**src/rtl/mem_ctrl.sv**
```systemverilog
// mem_ctrl: arbiter and byte sequencer for the shared RAM/IO port.
// Fetch and LSB requests are split into single-byte accesses.
module mem_ctrl (
  input  logic        clk,
  input  logic        rst_in,
  input  logic        rdy_in,
  input  logic        roll_back,
  input  logic        if_en_in,
  input  logic [31:0] if_addr_in,
  output logic        if_done_out,
  output logic [31:0] if_instr_out,
  input  logic        lsb_en_in,
  input  logic        lsb_wr_in,
  input  logic [1:0]  lsb_len_in,
  input  logic [31:0] lsb_addr_in,
  input  logic [31:0] lsb_data_in,
  output logic        lsb_done_out,
  output logic [31:0] lsb_data_out,
  input  logic [7:0]  mem_din,
  output logic [7:0]  mem_dout,
  output logic [31:0] mem_a,
  output logic        mem_wr,
  input  logic        io_buffer_full
);
  typedef enum logic [1:0] {
    IDLE, IF_RD, LS_RD, LS_WR
  } state_t;

  state_t      r_st;
  logic [31:0] r_base;
  logic [31:0] r_wdata;
  logic [31:0] r_buf;
  logic [31:0] r_mem_a;
  logic [31:0] r_if_instr;
  logic [31:0] r_ls_data;
  logic [7:0]  r_dout;
  logic [2:0]  r_n;
  logic [2:0]  r_a;
  logic [2:0]  r_c;
  logic        r_avld;
  logic        r_dvld;
  logic        r_frz;
  logic        r_last_ls;
  logic        r_wr;
  logic        r_if_done;
  logic        r_ls_done;

  logic        w_rd;
  logic        w_stall;
  logic        w_if_req;
  logic        w_ls_req;
  logic        w_can;
  logic        w_gnt_if;
  logic        w_gnt_ls;
  logic        w_cap;
  logic        w_last;
  logic        w_cur_vld;
  logic [2:0]  w_next;
  logic [2:0]  w_lsn;
  logic [2:0]  w_k1;
  logic [7:0]  w_wbyte;
  logic [31:0] w_addr;
  logic [31:0] w_buf;

  assign w_rd = (r_st == IF_RD) || (r_st == LS_RD);
  assign w_stall = (r_mem_a[17:16] == 2'b11) && io_buffer_full;
  assign w_if_req = if_en_in && !roll_back;
  assign w_ls_req = lsb_en_in && (lsb_wr_in || !roll_back);
  assign w_can = (r_st == IDLE) && !r_if_done && !r_ls_done;
  assign w_gnt_ls = w_can && w_ls_req && (!w_if_req || !r_last_ls);
  assign w_gnt_if = w_can && w_if_req && !w_gnt_ls;
  assign w_addr = w_gnt_ls ? lsb_addr_in : if_addr_in;
  assign w_lsn = (lsb_len_in == 2'd0) ? 3'd1 :
                 (lsb_len_in == 2'd1) ? 3'd2 : 3'd4;

  // After a freeze the byte on mem_din is stale; re-present c_idx.
  assign w_cap = !r_frz && r_dvld;
  assign w_last = (r_c == r_n - 3'd1);
  assign w_next = r_frz ? r_c + 3'd1 : r_a;
  assign w_cur_vld = r_frz || r_avld;
  assign w_k1 = r_a + 3'd1;
  assign w_wbyte = r_wdata[{w_k1[1:0], 3'b000} +: 8];

  always_comb begin
    w_buf = r_buf;
    w_buf[{r_c[1:0], 3'b000} +: 8] = mem_din;
  end

  assign mem_a = (w_rd && r_frz) ? r_base + {29'b0, r_c} : r_mem_a;
  assign mem_wr = r_wr && rdy_in && !w_stall;
  assign mem_dout = r_dout;
  assign if_done_out = r_if_done;
  assign if_instr_out = r_if_instr;
  assign lsb_done_out = r_ls_done;
  assign lsb_data_out = r_ls_data;

  always_ff @(posedge clk or negedge rst_in) begin
    if (!rst_in) begin
      r_st <= IDLE;
      r_base <= '0;
      r_wdata <= '0;
      r_buf <= '0;
      r_mem_a <= '0;
      r_if_instr <= '0;
      r_ls_data <= '0;
      r_dout <= '0;
      r_n <= '0;
      r_a <= '0;
      r_c <= '0;
      r_avld <= 1'b0;
      r_dvld <= 1'b0;
      r_frz <= 1'b0;
      r_last_ls <= 1'b1;
      r_wr <= 1'b0;
      r_if_done <= 1'b0;
      r_ls_done <= 1'b0;
    end else if (!rdy_in) begin
      if (w_rd) r_frz <= 1'b1;
    end else begin
      r_if_done <= 1'b0;
      r_ls_done <= 1'b0;
      unique case (r_st)
        IDLE: begin
          if (w_gnt_if || w_gnt_ls) begin
            r_last_ls <= w_gnt_ls;
            r_base <= w_addr;
            r_mem_a <= w_addr;
            r_n <= w_gnt_ls ? w_lsn : 3'd4;
            r_wdata <= lsb_data_in;
            r_buf <= '0;
            r_c <= '0;
            r_avld <= 1'b1;
            r_dvld <= 1'b0;
            r_frz <= 1'b0;
            if (w_gnt_ls && lsb_wr_in) begin
              r_st <= LS_WR;
              r_a <= 3'd0;
              r_wr <= 1'b1;
              r_dout <= lsb_data_in[7:0];
            end else begin
              r_st <= w_gnt_ls ? LS_RD : IF_RD;
              r_a <= 3'd1;
            end
          end
        end
        IF_RD, LS_RD: begin
          if (roll_back) begin
            r_st <= IDLE;
            r_mem_a <= '0;
            r_avld <= 1'b0;
            r_dvld <= 1'b0;
            r_frz <= 1'b0;
          end else if (w_cap && w_last) begin
            r_st <= IDLE;
            r_buf <= w_buf;
            r_mem_a <= '0;
            r_avld <= 1'b0;
            r_dvld <= 1'b0;
            if (r_st == IF_RD) begin
              r_if_done <= 1'b1;
              r_if_instr <= w_buf;
            end else begin
              r_ls_done <= 1'b1;
              r_ls_data <= w_buf;
            end
          end else begin
            if (w_cap) begin
              r_buf <= w_buf;
              r_c <= r_c + 3'd1;
            end
            r_dvld <= w_cur_vld;
            r_frz <= 1'b0;
            if (w_next < r_n) begin
              r_mem_a <= r_base + {29'b0, w_next};
              r_a <= w_next + 3'd1;
              r_avld <= 1'b1;
            end else begin
              r_mem_a <= '0;
              r_a <= w_next;
              r_avld <= 1'b0;
            end
          end
        end
        LS_WR: begin
          if (!w_stall) begin
            if (w_k1 < r_n) begin
              r_a <= w_k1;
              r_mem_a <= r_base + {29'b0, w_k1};
              r_dout <= w_wbyte;
            end else begin
              r_st <= IDLE;
              r_wr <= 1'b0;
              r_mem_a <= '0;
              r_dout <= '0;
              r_ls_done <= 1'b1;
            end
          end
        end
      endcase
    end
  end
endmodule
```
**config.mk**
```make
export PLATFORM = sky130hd
export DESIGN_NAME = mem_ctrl
export DESIGN_NICKNAME = d
export VERILOG_FILES = /design/src/rtl/mem_ctrl.sv
export SDC_FILE = /design/constraint.sdc
export NUM_CORES = 1
export LEC_CHECK = 0
export ABC_AREA = 0
export CAP_MARGIN = 5
export CORE_ASPECT_RATIO = 0.8
export CORE_UTILIZATION = 50
export DETAILED_ROUTE_END_ITERATION = 12
export PLACE_DENSITY = 0.79
export SLEW_MARGIN = 0
export SYNTH_ARGS = -nofsm -noshare
export SYNTH_HDL_FRONTEND = slang
export SYNTH_SLANG_ARGS = --single-unit
export TNS_END_PERCENT = 10
```
**constraint.sdc**
```tcl
create_clock -name clk -period 4.8 [get_ports clk]
set_input_delay 0.48 -clock clk [delete_from_list [all_inputs] [get_ports clk]]
set_output_delay 0.48 -clock clk [all_outputs]
set_load 0.02 [all_outputs]
```
==> summary.md <==
| Metric | Value |
|---|---|
| Flop and latch count out of synthesis | `218` |
| Fraction of registers with async set/reset | `between 90% and 100%` |
| Req. time, crit path | `4.32 ns` |
| CP Data Arrival Time | `3.94 ns` |
| CP max-delay cell | `clkdlybuf4s50_1` |
| Max-cap violations | `0` |
| Remaining antenna violation count | `0` |
| Initial Utilization | `approximately half` |
| Drt pass-1 iters | `6` |
| Worst clock skew | `approximately 0.013 ns` |
| Crit path largest cell delay | `approximately 0.64 ns` |
| CTS tree | `yes` |
| Area leader, netlist | `dfrtp_1` |
| Num CTS Buffers | `25` |
| Post-Layout Cell Count | `1978` |
| Int Pwr | `0.005851 W` |
| Number of global-route vias before repair | `roughly 11000` |
| Drt total wl | `roughly 36000 um` |
| Worst Hold Class | `input port to async pin` |
| Core Area | `around 0.025 sq mm` |
| # rows | `between 50 and 60` |
| Clk Latency, worst-skew pair | `0.53 ns` |
| GRT overflow | `0` |
| H-Tree Depth | `1` |
| Post-synthesis area per instance | `8.555 sq um` |
| Clock-pin transition on the worst setup and hold timing paths | `about 0.060 ns` |
| # setup viols final | `0` |
| Critical path, cell by cell | `ha_1 > inv_1 > fa_1 > nor2b_1 > o211ai_2 > or3_1 > nor2_1 > xnor2_1 > o21ai_0 > clkdlybuf4s50_1` |
| Vias per inst | `roughly 6` |
| Filler cells | `~2100` |
| Wire per inst | `roughly 18 um` |
| Sink Count | `roughly 220` |
| Failing checks | `negative hold slack` |
| Critical path startpoint category | `flop` |
| Post-synth top area share | `roughly 42%` |
| Min cycle time layout | `4.420 ns` |
| Syn nets | `approximately 1600` |
| Post-CTS sizing | `0` |
| First-pass GRT wire length | `59360 um` |
| Port-buffer cells | `220` |
| Post-CTS setup buffers | `0` |
| Setup TNS Final | `0 ns` |
| Largest net degree at the start of global routing | `about 130` |
| Die area | `roughly 0.026 sq mm` |
| Syn. warnings | `0` |
| Vias after detailed routing | `roughly 12000` |
| Worst-margin pin slew | `about 1.2 ns` |
| Root Driver | `clkbuf_16` |
| Power Density | `between 600 and 700 mW/mm^2` |
| Critical path capture point type | `output port` |
| Critical Setup Path Class | `flop to output port` |
| RSZ-0062 raised after global routing | `no` |
| Synth Flop Type | `dfrtp_1` |
| Initial antenna violation count | `0` |
| Hold-fix buffers, CTS | `0` |
| CP Max Fanout | `10` |
| Placed inst area | `around 0.015 sq mm` |
| Period utilization | `roughly 92%` |
| Clock Power Share | `~18%` |
| Sequential share of the synthesized area | `between 40% and 50%` |
| Max clock buf depth | `3` |
| Syn Std Cell Area | `about 0.013 sq mm` |
| Share of layout cells above drive strength 1 | `5.441%` |
| Multi-input logic area | `approximately 0.0067 sq mm` |
| Slew Limit Fails | `0` |
| Fin area | `0.01583 sq mm` |
| Leak | `slightly below 7 nW` |
| Worst slew margin | `between 10% and 20%` |
| FMAX | `around 0.23 GHz` |
| P&R area growth vs syn | `23.53%` |
| Synth area leaders | `dfrtp_1 (42%), nand2_1 (11%), o21ai_0 (3.9%), xor2_1 (3.3%), a21oi_1 (3.2%)` |
| Switching power | `about 0.0046 W` |
| GR Util All Layers | `27.63%` |
| Final Hold Slack | `-0.01067 ns` |
| Die W | `approximately 180 um` |
| # IOs | `~220` |
| Distinct cells, synth | `a little over 70` |
| Net Sw Frac | `between 40% and 50%` |
| Worst vdd rail ir drop | `0.0004391 V` |
| Placed Cells | `slightly below 2000` |
| Antenna diodes | `0` |
| Nets | `approximately 1800` |
| Cells after Synth | `around 1500` |
| Die H | `approximately 150 um` |
| Final Hold Vio Count | `6` |
| Placer Congestion | `about 0.93` |
| Worst r2r src | `r_a[0]` |
| 1st-iter DRT viols | `1046` |
| Share of total power in sequential cells | `between 30% and 40%` |
| Status | `complete, but fails checks` |
| Hpwl dp | `approximately 25000 um` |
| FF+latch area | `roughly 0.0055 sq mm` |
| Logic gate share of total power | `approximately 51%` |
| Critical path origin | `r_c[0]` |
| Drc violations | `0` |
| Number of flops mapped to enable cells by yosys | `0` |
-- cells in the final DEF, fill, tap and decap left out, types with 11 or more instances in the layout --
| cell type | instances |
|---|---|
| nor2b_1 | 23 |
| nand4_1 | 22 |
| o21ai_0 | 99 |
| a22oi_1 | 31 |
| buf_4 | 11 |
| nor4_1 | 14 |
| mux2i_1 | 16 |
| dfrtp_1 | 217 |
| ha_1 | 26 |
| nand2_1 | 364 |
| o22ai_1 | 17 |
| xnor2_1 | 33 |
| nor3_1 | 24 |
| inv_1 | 35 |
| clkbuf_16 | 25 |
| a21o_1 | 12 |
| o21a_1 | 17 |
| nor2_1 | 82 |
| xor2_1 | 49 |
| a22o_1 | 40 |
| and3_1 | 23 |
| a21oi_1 | 80 |
| clkdlybuf4s50_1 | 219 |
| nand3_1 | 26 |
-- metal layers --
layer  up-vias  global-route usage, %  wire (um)
met5         -                      0          0
met2       460                  43.86      16550
met3        65                  4.543       2608
li1       5464                      -          -
met4         0                  6.780        719
met1      5579                  39.44      16100
-- final timing paths --
check                                    to  slack, ns  depth (start not counted)
max                               mem_a[16]       0.38                         10
min                        if_instr_out[11]      -0.01                          1
max reg2reg                     r_mem_a[24]       0.84                         11
min reg2reg                       r_last_ls       0.47                          2
max in group asynchronous        r_base[21]       3.67                          2
min in group clk                  r_last_ls       0.47                          2
-- critical path, delay by kind of cell, from the launching register on --
| kind | cells | cell delay (ns) |
|---|---|---|
| AO/OA/AOI/OAI | 2 | 0.35 |
| buffers and inverters | 2 | 0.70 |
| XOR/XNOR | 1 | 0.09 |
| flip-flops | 1 | 0.55 |
| adder cells (fa/ha/maj) | 2 | 0.64 |
| AND/OR/NAND/NOR | 3 | 1.08 |
-- synthesized netlist by cell type, types with 16 or more instances --
| library cell | n |
|---|---|
| dfrtp_1 | 217 |
| a21oi_1 | 81 |
| buf_2 | 35 |
| nand2_1 | 364 |
| o21ai_0 | 99 |
| o22ai_1 | 17 |
| o21a_1 | 17 |
| and3_1 | 23 |
| ha_1 | 26 |
| nor2b_1 | 23 |
| nor2_1 | 84 |
| clkbuf_1 | 74 |
| xnor2_1 | 33 |
| nand4_1 | 22 |
| inv_1 | 35 |
| a22o_1 | 40 |
| mux2i_1 | 16 |
| nand3_1 | 26 |
| nor3_1 | 24 |
| xor2_1 | 49 |
| a22oi_1 | 31 |
-- state kept, by name, indices dropped and copies added (netlist names), 8 cells and up --
register      count
if_instr_out     32
r_wdata          32
mem_dout          8
lsb_data_out     32
r_mem_a          32
r_buf            32
r_base           32
-- area by class of cell --
cell class / count / area share [%]
multi-input combinational: 1119 / 42.29
clock inverter: 11 / 0.6560
sequential: 218 / 34.47
clock buffer: 35 / 4.315
timing repair buffer: 234 / 14.83
inverter: 37 / 0.8773
tap: 324 / 2.561
-- cells by family (layout without fill, tap and decap cells) --
logic type	Yosys count	after routing	synth area share (%)
AOI/OAI and AO/OA	355	355	18.06
xor gates and xnor gates	83	83	5.789
adders and majority gates	29	29	3.007
buffers and inverters	161	317	5.467
DFF	218	218	42.58
muxes	27	27	2.919
and+or+nand+nor	625	625	22.18
-- power by group through the flow --
stage	registers (W)	logic, W	clock network, W
2_1_floorplan	0.00294	0.00389	0
3_3_place_gp	0.00322	0.00516	0
3_5_place_dp	0.00327	0.00529	0
4_1_cts	0.00325	0.00534	0.00186
5_1_grt	0.00336	0.00588	0.00193
6_report	0.00327	0.00536	0.00183
-- metrics by stage --
step / setup slack (ns) / total power, W / utilization (%)
floorplan: 1.605 / 0.006835 / -
global placement: 0.9656 / 0.008379 / 59.60
detailed placement: 0.9890 / 0.008562 / 59.60
CTS: 0.4072 / 0.01044 / 62.71
global route: 0.1936 / 0.01117 / 62.71
finish: 0.3798 / 0.01046 / 62.71
No activity file was read; power rests on OpenSTA's default activity.
